==> config.mk <==
export PLATFORM = sky130hd
export DESIGN_NAME = xbar_cmd_arbiter_flat
export DESIGN_NICKNAME = d
export VERILOG_FILES = /design/src/rtl/xbar_cmd_arbiter_pkg.sv /design/src/rtl/xbar_cmd_arbiter_if.sv /design/src/rtl/xbar_cmd_arbiter_rr_arbiter.sv /design/src/rtl/xbar_cmd_arbiter.sv /design/src/flat_wrapper.sv
export SDC_FILE = /design/constraint.sdc
export NUM_CORES = 2
export LEC_CHECK = 0
export BUFFER_PORTS_ARGS = -buffer_cell sky130_fd_sc_hd__clkbuf_2
export CAP_MARGIN = 20
export CELL_PAD_IN_SITES_DETAIL_PLACEMENT = 1
export CELL_PAD_IN_SITES_GLOBAL_PLACEMENT = 1
export CORE_AREA = 3 3 480 482
export DETAILED_ROUTE_END_ITERATION = 10
export DIE_AREA = 0 0 483 485
export PLACE_DENSITY_LB_ADDON = 0.3
export SLEW_MARGIN = 30
export SYNTH_ARGS = -nofsm -noshare
export SYNTH_HDL_FRONTEND = slang
export SYNTH_HIERARCHICAL = 1
export SYNTH_SLANG_ARGS = --single-unit
==> constraint.sdc <==
create_clock -name clk -period 7.9 [get_ports clk]
set_clock_uncertainty 0.2 [all_clocks]
set_input_delay 1.58 -clock clk [delete_from_list [all_inputs] [get_ports clk]]
set_output_delay 1.58 -clock clk [all_outputs]
set_load 0.01 [all_outputs]
==> src/rtl/xbar_cmd_arbiter_pkg.sv <==
`default_nettype none
// +------------------------------------------------------------------+
// | Module : xbar_pkg                                                |
// | Desc   : Shared defaults and command-index helper for the         |
// |          crossbar command arbiter.                                |
// | Rev    : 1.0  initial release                                    |
// +------------------------------------------------------------------+
package xbar_pkg;

    localparam int DATA_WIDTH_DEF      = 32;
    localparam int NUM_OUTPUT_DATA_DEF = 8;
    localparam int NUM_INPUT_DATA_DEF  = 16;
    localparam int DEST_WIDTH_DEF      = $clog2(NUM_OUTPUT_DATA_DEF);
    localparam int SRC_WIDTH_DEF       = $clog2(NUM_INPUT_DATA_DEF);

    // Bit position of "source s routes to output d" in the flat command vector.
    function automatic int cmd_idx(input int s, input int d, input int n_out);
        return s * n_out + d;
    endfunction

endpackage
`default_nettype wire

==> src/rtl/xbar_cmd_arbiter_if.sv <==
`default_nettype none
// +------------------------------------------------------------------+
// | Module : xbar_cmd_arbiter_if                                     |
// | Desc   : Source request handshake plus registered crossbar-side   |
// |          command bus.                                             |
// | Rev    : 1.0  initial release                                    |
// +------------------------------------------------------------------+
interface xbar_cmd_arbiter_if #(
    parameter int DATA_WIDTH      = 32,
    parameter int NUM_OUTPUT_DATA = 8,
    parameter int NUM_INPUT_DATA  = 16
);
    localparam int DEST_WIDTH    = $clog2(NUM_OUTPUT_DATA);
    localparam int TOTAL_COMMAND = NUM_INPUT_DATA * NUM_OUTPUT_DATA;

    logic [NUM_INPUT_DATA-1:0]            i_req_valid;
    logic [NUM_INPUT_DATA*DEST_WIDTH-1:0] i_req_dest;
    logic [NUM_INPUT_DATA*DATA_WIDTH-1:0] i_req_data;
    logic [NUM_INPUT_DATA-1:0]            o_req_ready;
    logic                                 i_hold;
    logic [NUM_INPUT_DATA-1:0]            o_valid;
    logic [NUM_INPUT_DATA*DATA_WIDTH-1:0] o_data_bus;
    logic [TOTAL_COMMAND-1:0]             o_cmd;
    logic                                 o_en;

    modport slave (
        input  i_req_valid, i_req_dest, i_req_data, i_hold,
        output o_req_ready, o_valid, o_data_bus, o_cmd, o_en
    );

    modport master (
        output i_req_valid, i_req_dest, i_req_data, i_hold,
        input  o_req_ready, o_valid, o_data_bus, o_cmd, o_en
    );

endinterface
`default_nettype wire

==> src/rtl/xbar_cmd_arbiter_rr_arbiter.sv <==
`default_nettype none
// +------------------------------------------------------------------+
// | Module : xbar_rr_arbiter                                         |
// | Desc   : Round-robin arbiter, one-hot grant, owns its pointer.    |
// | Rev    : 1.0  initial release                                    |
// +------------------------------------------------------------------+
module xbar_rr_arbiter #(
    parameter int NUM_REQ   = 16,
    parameter int IDX_WIDTH = 4
) (
    input  wire logic               clk,
    input  wire logic               rst,
    input  wire logic [NUM_REQ-1:0] i_req,
    output logic      [NUM_REQ-1:0] o_gnt
);

    logic [IDX_WIDTH-1:0] r_ptr;
    logic [IDX_WIDTH-1:0] w_idx;
    logic [IDX_WIDTH-1:0] w_gnt_idx;
    logic                 w_any;

    // Cyclic search from r_ptr; index arithmetic wraps naturally at NUM_REQ.
    always_comb begin
        o_gnt     = '0;
        w_idx     = '0;
        w_gnt_idx = '0;
        w_any     = 1'b0;
        for (int i = 0; i < NUM_REQ; i++) begin
            w_idx = r_ptr + IDX_WIDTH'(i);
            if (!w_any && i_req[w_idx]) begin
                w_any     = 1'b1;
                w_gnt_idx = w_idx;
            end
        end
        if (w_any) begin
            o_gnt[w_gnt_idx] = 1'b1;
        end
    end

    always_ff @(posedge clk or negedge rst) begin
        if (!rst) begin
            r_ptr <= '0;
        end else if (w_any) begin
            r_ptr <= w_gnt_idx + IDX_WIDTH'(1);
        end
    end

endmodule
`default_nettype wire

==> src/rtl/xbar_cmd_arbiter.sv <==
`default_nettype none
// +------------------------------------------------------------------+
// | Module : xbar_cmd_arbiter                                        |
// | Desc   : Per-output round-robin grant of source requests, driving |
// |          the crossbar valid/data/one-hot command through 1 stage. |
// | Rev    : 1.0  initial release                                    |
// +------------------------------------------------------------------+
module xbar_cmd_arbiter
    import xbar_pkg::*;
#(
    parameter int DATA_WIDTH      = DATA_WIDTH_DEF,
    parameter int NUM_OUTPUT_DATA = NUM_OUTPUT_DATA_DEF,
    parameter int NUM_INPUT_DATA  = NUM_INPUT_DATA_DEF
) (
    input  wire logic         clk,
    input  wire logic         rst,
    xbar_cmd_arbiter_if.slave bus
);

    localparam int DEST_WIDTH    = $clog2(NUM_OUTPUT_DATA);
    localparam int SRC_WIDTH     = $clog2(NUM_INPUT_DATA);
    localparam int TOTAL_COMMAND = NUM_INPUT_DATA * NUM_OUTPUT_DATA;

    logic [NUM_OUTPUT_DATA-1:0][NUM_INPUT_DATA-1:0] w_req;
    logic [NUM_OUTPUT_DATA-1:0][NUM_INPUT_DATA-1:0] w_gnt;
    logic [NUM_INPUT_DATA-1:0]                      w_ready;
    logic [TOTAL_COMMAND-1:0]                       w_cmd;
    logic [NUM_INPUT_DATA*DATA_WIDTH-1:0]           w_data;

    logic [NUM_INPUT_DATA-1:0]            r_valid;
    logic [NUM_INPUT_DATA*DATA_WIDTH-1:0] r_data;
    logic [TOTAL_COMMAND-1:0]             r_cmd;
    logic                                 r_en;

    // Hold masks requests here so the arbiters see nothing and their pointers freeze.
    always_comb begin
        w_req = '0;
        for (int d = 0; d < NUM_OUTPUT_DATA; d++) begin
            for (int s = 0; s < NUM_INPUT_DATA; s++) begin
                w_req[d][s] = bus.i_req_valid[s]
                           && (bus.i_req_dest[s*DEST_WIDTH +: DEST_WIDTH] == DEST_WIDTH'(d))
                           && !bus.i_hold;
            end
        end
    end

    for (genvar d = 0; d < NUM_OUTPUT_DATA; d++) begin : g_arb
        xbar_rr_arbiter #(
            .NUM_REQ   (NUM_INPUT_DATA),
            .IDX_WIDTH (SRC_WIDTH)
        ) u_arb (
            .clk   (clk),
            .rst   (rst),
            .i_req (w_req[d]),
            .o_gnt (w_gnt[d])
        );
    end

    always_comb begin
        w_ready = '0;
        w_cmd   = '0;
        w_data  = '0;
        for (int s = 0; s < NUM_INPUT_DATA; s++) begin
            for (int d = 0; d < NUM_OUTPUT_DATA; d++) begin
                w_ready[s] = w_ready[s] | w_gnt[d][s];
                w_cmd[cmd_idx(s, d, NUM_OUTPUT_DATA)] = w_gnt[d][s];
            end
            w_ready[s] = w_ready[s] & rst;
            if (w_ready[s]) begin
                w_data[s*DATA_WIDTH +: DATA_WIDTH] = bus.i_req_data[s*DATA_WIDTH +: DATA_WIDTH];
            end
        end
    end

    always_ff @(posedge clk or negedge rst) begin
        if (!rst) begin
            r_valid <= '0;
            r_data  <= '0;
            r_cmd   <= '0;
            r_en    <= 1'b0;
        end else begin
            r_valid <= w_ready;
            r_data  <= w_data;
            r_cmd   <= w_cmd;
            r_en    <= |w_ready;
        end
    end

    assign bus.o_req_ready = w_ready;
    assign bus.o_valid     = r_valid;
    assign bus.o_data_bus  = r_data;
    assign bus.o_cmd       = r_cmd;
    assign bus.o_en        = r_en;

endmodule
`default_nettype wire
==> src/flat_wrapper.sv <==
// flat-port wrapper written by rule: the top's interface ports become plain ports
module xbar_cmd_arbiter_flat import xbar_pkg::*;
#(
    parameter int DATA_WIDTH      = DATA_WIDTH_DEF,
    parameter int NUM_OUTPUT_DATA = NUM_OUTPUT_DATA_DEF,
    parameter int NUM_INPUT_DATA  = NUM_INPUT_DATA_DEF
)
  (clk, rst, bus_i_req_valid, bus_i_req_dest, bus_i_req_data, bus_i_hold, bus_o_req_ready, bus_o_valid, bus_o_data_bus, bus_o_cmd, bus_o_en);
  xbar_cmd_arbiter_if #(.DATA_WIDTH(DATA_WIDTH), .NUM_OUTPUT_DATA(NUM_OUTPUT_DATA), .NUM_INPUT_DATA(NUM_INPUT_DATA)) bus_i ();
  input  wire logic clk;
  input  wire logic rst;
  input wire logic [$bits(bus_i.i_req_valid)-1:0] bus_i_req_valid;
  input wire logic [$bits(bus_i.i_req_dest)-1:0] bus_i_req_dest;
  input wire logic [$bits(bus_i.i_req_data)-1:0] bus_i_req_data;
  input wire logic [$bits(bus_i.i_hold)-1:0] bus_i_hold;
  output wire logic [$bits(bus_i.o_req_ready)-1:0] bus_o_req_ready;
  output wire logic [$bits(bus_i.o_valid)-1:0] bus_o_valid;
  output wire logic [$bits(bus_i.o_data_bus)-1:0] bus_o_data_bus;
  output wire logic [$bits(bus_i.o_cmd)-1:0] bus_o_cmd;
  output wire logic [$bits(bus_i.o_en)-1:0] bus_o_en;
  assign bus_i.i_req_valid = bus_i_req_valid;
  assign bus_i.i_req_dest = bus_i_req_dest;
  assign bus_i.i_req_data = bus_i_req_data;
  assign bus_i.i_hold = bus_i_hold;
  assign bus_o_req_ready = bus_i.o_req_ready;
  assign bus_o_valid = bus_i.o_valid;
  assign bus_o_data_bus = bus_i.o_data_bus;
  assign bus_o_cmd = bus_i.o_cmd;
  assign bus_o_en = bus_i.o_en;
  xbar_cmd_arbiter #(.DATA_WIDTH(DATA_WIDTH), .NUM_OUTPUT_DATA(NUM_OUTPUT_DATA), .NUM_INPUT_DATA(NUM_INPUT_DATA)) u_core (.clk(clk), .rst(rst), .bus(bus_i));
endmodule
# After elaboration in Yosys (flattened, before gate mapping)
# Cells that the tools add are included.
[classes] bitwise=128 n_eq_ne=112 n_addsub=128 multipliers=0 div=0 n_lt_le_gt_ge=144 mux=552 reduce_logical=522 shift=0
[ops] operator="$lt A4 B5 Y1 const B" n=136
[ops] operator="$bmux W1 S4" n=128
[ops] operator="$mux W32" n=16
[ops] operator="$mux W4" n=128
[ops] operator="$logic_and A1 B1 Y1" n=384
[ops] operator="$mux W1" n=264
[ops] operator="$add A4 B4 Y4 const B" n=64
[ops] operator="$eq A3 B3 Y1 const B" n=64
[ops] operator="$add A4 B3 Y4 const B" n=32
[ops] operator="$mux W16" n=8
[ops] operator="$logic_not A1 Y1" n=121
[ops] operator="$or A1 B1 Y1" n=112
[ops] operator="$eq A3 B2 Y1 const B" n=32
[ops] operator="$add A4 B1 Y4 const B" n=16
[ops] operator="$add A4 B2 Y4 const B" n=16
[ops] operator="$eq A3 B1 Y1 const B" n=16
[ops] operator="$logic_not A3 Y1" n=16
[ops] operator="$demux W1 S4" n=8
[ops] operator="$ge A4 B1 Y1 const B" n=8
[ops] operator="$and A1 B1 Y1" n=16
[ops] operator="$reduce_or A16 Y1" n=1
[word_totals] n_memories=0 mem_bits_ro=0 latchBits=0 out_inout_bits=673 mem_bits_rw=0 word_cells=1598 register_bits=689

# Logic depth before layout (Yosys ltp)
[depth] depth_word=65 depth_mapped=23 depth_no_buf=17

# By module
# The synthesis kept the hierarchy.
[by_module_without_submodules] mod="xbar_rr_arbiter" cells_each=316 n_inst=8 seq_area_each_um2=100.1 area_per_inst_um2=2881.5
[by_module_without_submodules] mod="xbar_cmd_arbiter" cells_each=1485 n_inst=1 seq_area_each_um2=16440.8 area_per_inst_um2=21475.6

# Least setup slack after synthesis
# Ideal clock, no wire load.
[synth_path] kind="input-to-output" start="in bus_i_hold" end="out bus_o_req_ready[7]" path_slack_ns=0.308 n_path_buf=2 stages=15 t_arrival_ns=5.812 path_cell_list="clkbuf_1 or3b_2 nor3_1 mux2i_1 mux4_2 mux2_2 and4bb_2 nand3_1 a221oi_1 o32ai_1 nor2b_4 nor2b_1 nor4_1 a21boi_2 clkbuf_1"
[synth_rtl] item="start, declared" line="flat_wrapper.sv:15" text="input wire logic [$bits(bus_i.i_hold)-1:0] bus_i_hold;"
[synth_rtl] item="end, declared" line="flat_wrapper.sv:16" text="output wire logic [$bits(bus_i.o_req_ready)-1:0] bus_o_req_ready;"

==> impl_metrics.yaml <==
power_and_ir_drop:
  powerDensity_nw_per_um2: 575.3
  ir_drop_v: 0.0005573
  p_leak_nw: 32.71
global_route:
  grt_pass1_vias: 46691
  grt_max_degree: 131
  top_usage_layer: "met2"
  track_usage: 0.2861
  antenna_found_initial: 157
  met2_usage: 0.4580
  overflow: 0
  grt_util_met1: 0.3421
  grt_pass1_wl_microns: 453100
  gr-usage-met3: 0.1135
routing:
  drtPass1Iterations: 5
  wirelength_microns: 349200
  vias: 45776
  drt_iter0_markers: 3708
  wl_per_cell_microns: 36.78
  via_per_inst: 4.822
  drc: 0
  ant_nets: 1
sta:
  max_clock_freq_ghz: 0.1213
  tns_ps: -2577
  rsz0062_at_grt: "yes"
  layout_worst_path_cycle_share: 1.044
  holdWs_ps: 486.6
  hold_viol: 0
  timing.final.ws_setup_ps: -344.3
  finalSetupViolations: 16
  worst_pin_slew_ps: 1006
  slew-limit-headroom: 0.3295
  fin_crit_ps: 8244
  drv_slew: 0
worst_setup_path:
  cp.required_ps: 6120
  cp_common_cell: "buf_4"
  critPathSlowestCell: "mux4_2"
  path_max_fanout: 8
  crit_arrival_ps: 6460
  path_cells: "buf_12 -> buf_8 -> or3b_2 -> nor2_2 -> mux2i_1 -> mux4_2 -> mux2_2 -> and4bb_2 -> buf_4 -> nand3_1 -> o21ai_2 -> a211oi_2 -> o32ai_2 -> buf_4 -> buf_4 -> or3_1 -> buf_4 -> nor2_2 -> nor4_1 -> buf_4 -> a21boi_4 -> clkbuf_2"
  cp-start-kind: "input port"
  cpPeakStageDelay_ps: 560
  critical_path_class: "input port to output pin"
  endpoint_kind: "output pin"
yosys:
  async_flop_share: 1.000
  yosysWarningCount: 6
  synthesis.area_sq_um: 44530
  yosysSeqAreaShare: 0.3872
  synth_nets: 4664
  synth_ff_type: "dfrtp_1"
  synth_area_per_cell_sq_um: 11.10
  syn_inst: 4013
  yosys.cell_types.count: 75
  ys_ff_latch: 689
  synth_edf_count: 0
final_layout:
  area_delta_synth_final_pct: 54.10
  nFillCells: 25860
  nNetsFinal: 6977
  layout.cells.non_filler: 9494
  utilization: 0.3025
  drive_gt1_frac: 0.5412
clock_tree:
  numCtsBuffers: 88
  cts.htree.levels: 3
  cts_sinks: 689
  cts_buffer_depth: 3
  clk_pin_slew_worst_paths_ps: 60
  cts_tree: "yes"
  root_buffer: "clkbuf_16"
  worstSkewPairLatency_ps: 770
  cts_hold_buf: 0
placed_design:
  place_congestion: 0.9726
  portBuffers: 1251
  dp_hpwl_microns: 299300
  place_inst: 9153
floorplan:
  fp.dieH_microns: 485
  start_util: 0.1963
  coreArea_sq_um: 226800
  num_io_pins: 1252
  fp-row-count: 175
  die_area_sq_um: 234300
  die_w_microns: 483
min_path:
  hp-class: "flip-flop to flip-flop"
run:
  maxCapViolCount: 0
run_status:
  run_status: "finished with violations"
  violations: "antenna rules, setup timing"
[cells by family (layout without fill, tap and decap cells)]
kind of cell	count (synthesis)	in the layout	synth area share
muxes	592	592	0.2201
and+or+nand+nor	1663	1663	0.2201
buffers and inverters	276	2653	0.03490
DFF	689	689	0.3872
adders and majority gates	72	72	0.02023
AOI/OAI and AO/OA	649	649	0.1033
other	0	95	0
xor gates and xnor gates	72	72	0.01416
[critical path, delay by kind of cell]
kind	cells	cell delay (ps)
simple gates	7	1860
buf+inv	8	1250
mux	3	1050
compound gates	4	700
[repair_timing]
| item | CTS | global route |
|---|---|---|
| buffers inserted | 15 | 83 |
| gates cloned | 0 | 4 |
| endpoints found under the setup margin | 16 | 16 |
| pin swaps | 23 | 86 |
| resized for setup | 243 | 483 |
[final cells by class]
class / instances / area [sq um] / share of cell area
flip-flops and latches: 689 / 17250 / 0.2513
diodes: 95 / 237.7 / 0.003465
clock inverters: 31 / 419.2 / 0.006109
repair buffers: 2427 / 15750 / 0.2295
multi-input cells: 3048 / 28360 / 0.4134
clock buffers: 123 / 2565 / 0.03738
inverters: 72 / 272.8 / 0.003975
well taps: 3009 / 3765 / 0.05487
[path summary, 6_finish.rpt]
kind / startpoint / endpoint / slack [ps] / cells past startpoint
max: bus_i_hold / bus_o_req_ready[3] / -340 / 22
min: u_core/g_arb[2].u_arb/r_ptr[0]$_DFFE_PN0P_ / u_core/g_arb[2].u_arb/r_ptr[0]$_DFFE_PN0P_ / 490 / 3
max reg2reg: u_core/g_arb[6].u_arb/r_ptr[1]$_DFFE_PN0P_ / u_core/bus.o_en$_DFF_PN0_ / 1200 / 22
min reg2reg: u_core/g_arb[2].u_arb/r_ptr[0]$_DFFE_PN0P_ / u_core/g_arb[2].u_arb/r_ptr[0]$_DFFE_PN0P_ / 490 / 3
max in group asynchronous: rst / u_core/bus.o_cmd[49]$_DFF_PN0_ / 4390 / 4
min in group asynchronous: rst / u_core/bus.o_data_bus[72]$_DFF_PN0_ / 610 / 1
[power by group]
group	leakage, nW	switching (mW)	internal, mW
combinational	21.9	17.2	13.0
clock	1.47	1.80	2.50
sequential	9.34	0.520	4.51
[layer usage]
metal	share of wire	wire, microns
met3	0.10	35820
met1	0.39	135900
met4	0.050	17520
met2	0.46	159400
met5	0.0014	479
[cell usage in the layout (no fill, tap or decap), types with 39 or more instances in the layout]
cell / count
nand3_1: 86
mux4_2: 265
inv_1: 67
mux2i_1: 179
dfrtp_1: 686
nor2_4: 77
o21ai_0: 80
diode_2: 95
and2_1: 539
nor2b_1: 50
a31oi_1: 39
and3_1: 45
ha_1: 60
nor2_1: 155
xnor2_1: 47
nor2_2: 48
clkbuf_2: 1236
mux2_2: 78
buf_6: 53
nand2b_1: 100
a21oi_1: 111
clkbuf_16: 92
nand2_1: 141
o22ai_1: 39
buf_4: 1097
[registers in the layout (all words and copies together), names as in the netlist]
register / cells
u_core/bus.o_en: 1
u_core/bus.o_valid: 16
u_core/g_arb.u_arb/r_ptr: 32
u_core/bus.o_cmd: 128
u_core/bus.o_data_bus: 512
[stage by stage]
| stage | cell area, sq um | setup WS, ps | total power, mW |
|---|---|---|---|
| 5_1_grt | 68450 | -414.2 | 41.25 |
| 4_1_cts | 65910 | -337.6 | 37.38 |
| 3_3_place_gp | 61890 | -1222 | 31.81 |
| 2_1_floorplan | 44530 | 308.2 | 17.89 |
| 6_report | 68620 | -344.3 | 39.48 |
| 3_5_place_dp | 61940 | -930.4 | 31.96 |
[cells in the mapped netlist, types with 22 or more instances]
master / instances / area share
nor2b_1: 72 / 0.010
nand2_1: 152 / 0.013
o21ai_0: 96 / 0.011
nor2_1: 280 / 0.024
mux2i_1: 208 / 0.047
buf_4: 49 / 0.0083
mux4_2: 248 / 0.13
a22oi_1: 24 / 0.0040
nor3_1: 56 / 0.0063
mux2_2: 88 / 0.022
o22ai_1: 40 / 0.0056
nand3b_1: 24 / 0.0040
a31oi_1: 40 / 0.0056
o21a_1: 24 / 0.0040
and3_1: 56 / 0.0079
buf_2: 29 / 0.0033
nand3_1: 89 / 0.010
ha_1: 72 / 0.020
nand4_1: 28 / 0.0039
inv_1: 72 / 0.0061
or3_1: 48 / 0.0067
mux4_1: 40 / 0.024
dfrtp_1: 689 / 0.39
clkbuf_1: 80 / 0.0067
nor4_1: 22 / 0.0031
nand2b_1: 104 / 0.015
a21oi_1: 112 / 0.013
and2_1: 576 / 0.081
a221oi_1: 32 / 0.0063
xnor2_1: 56 / 0.011
o31ai_1: 48 / 0.0081
a211oi_1: 32 / 0.0054
Power figures use the tool's default switching activity.
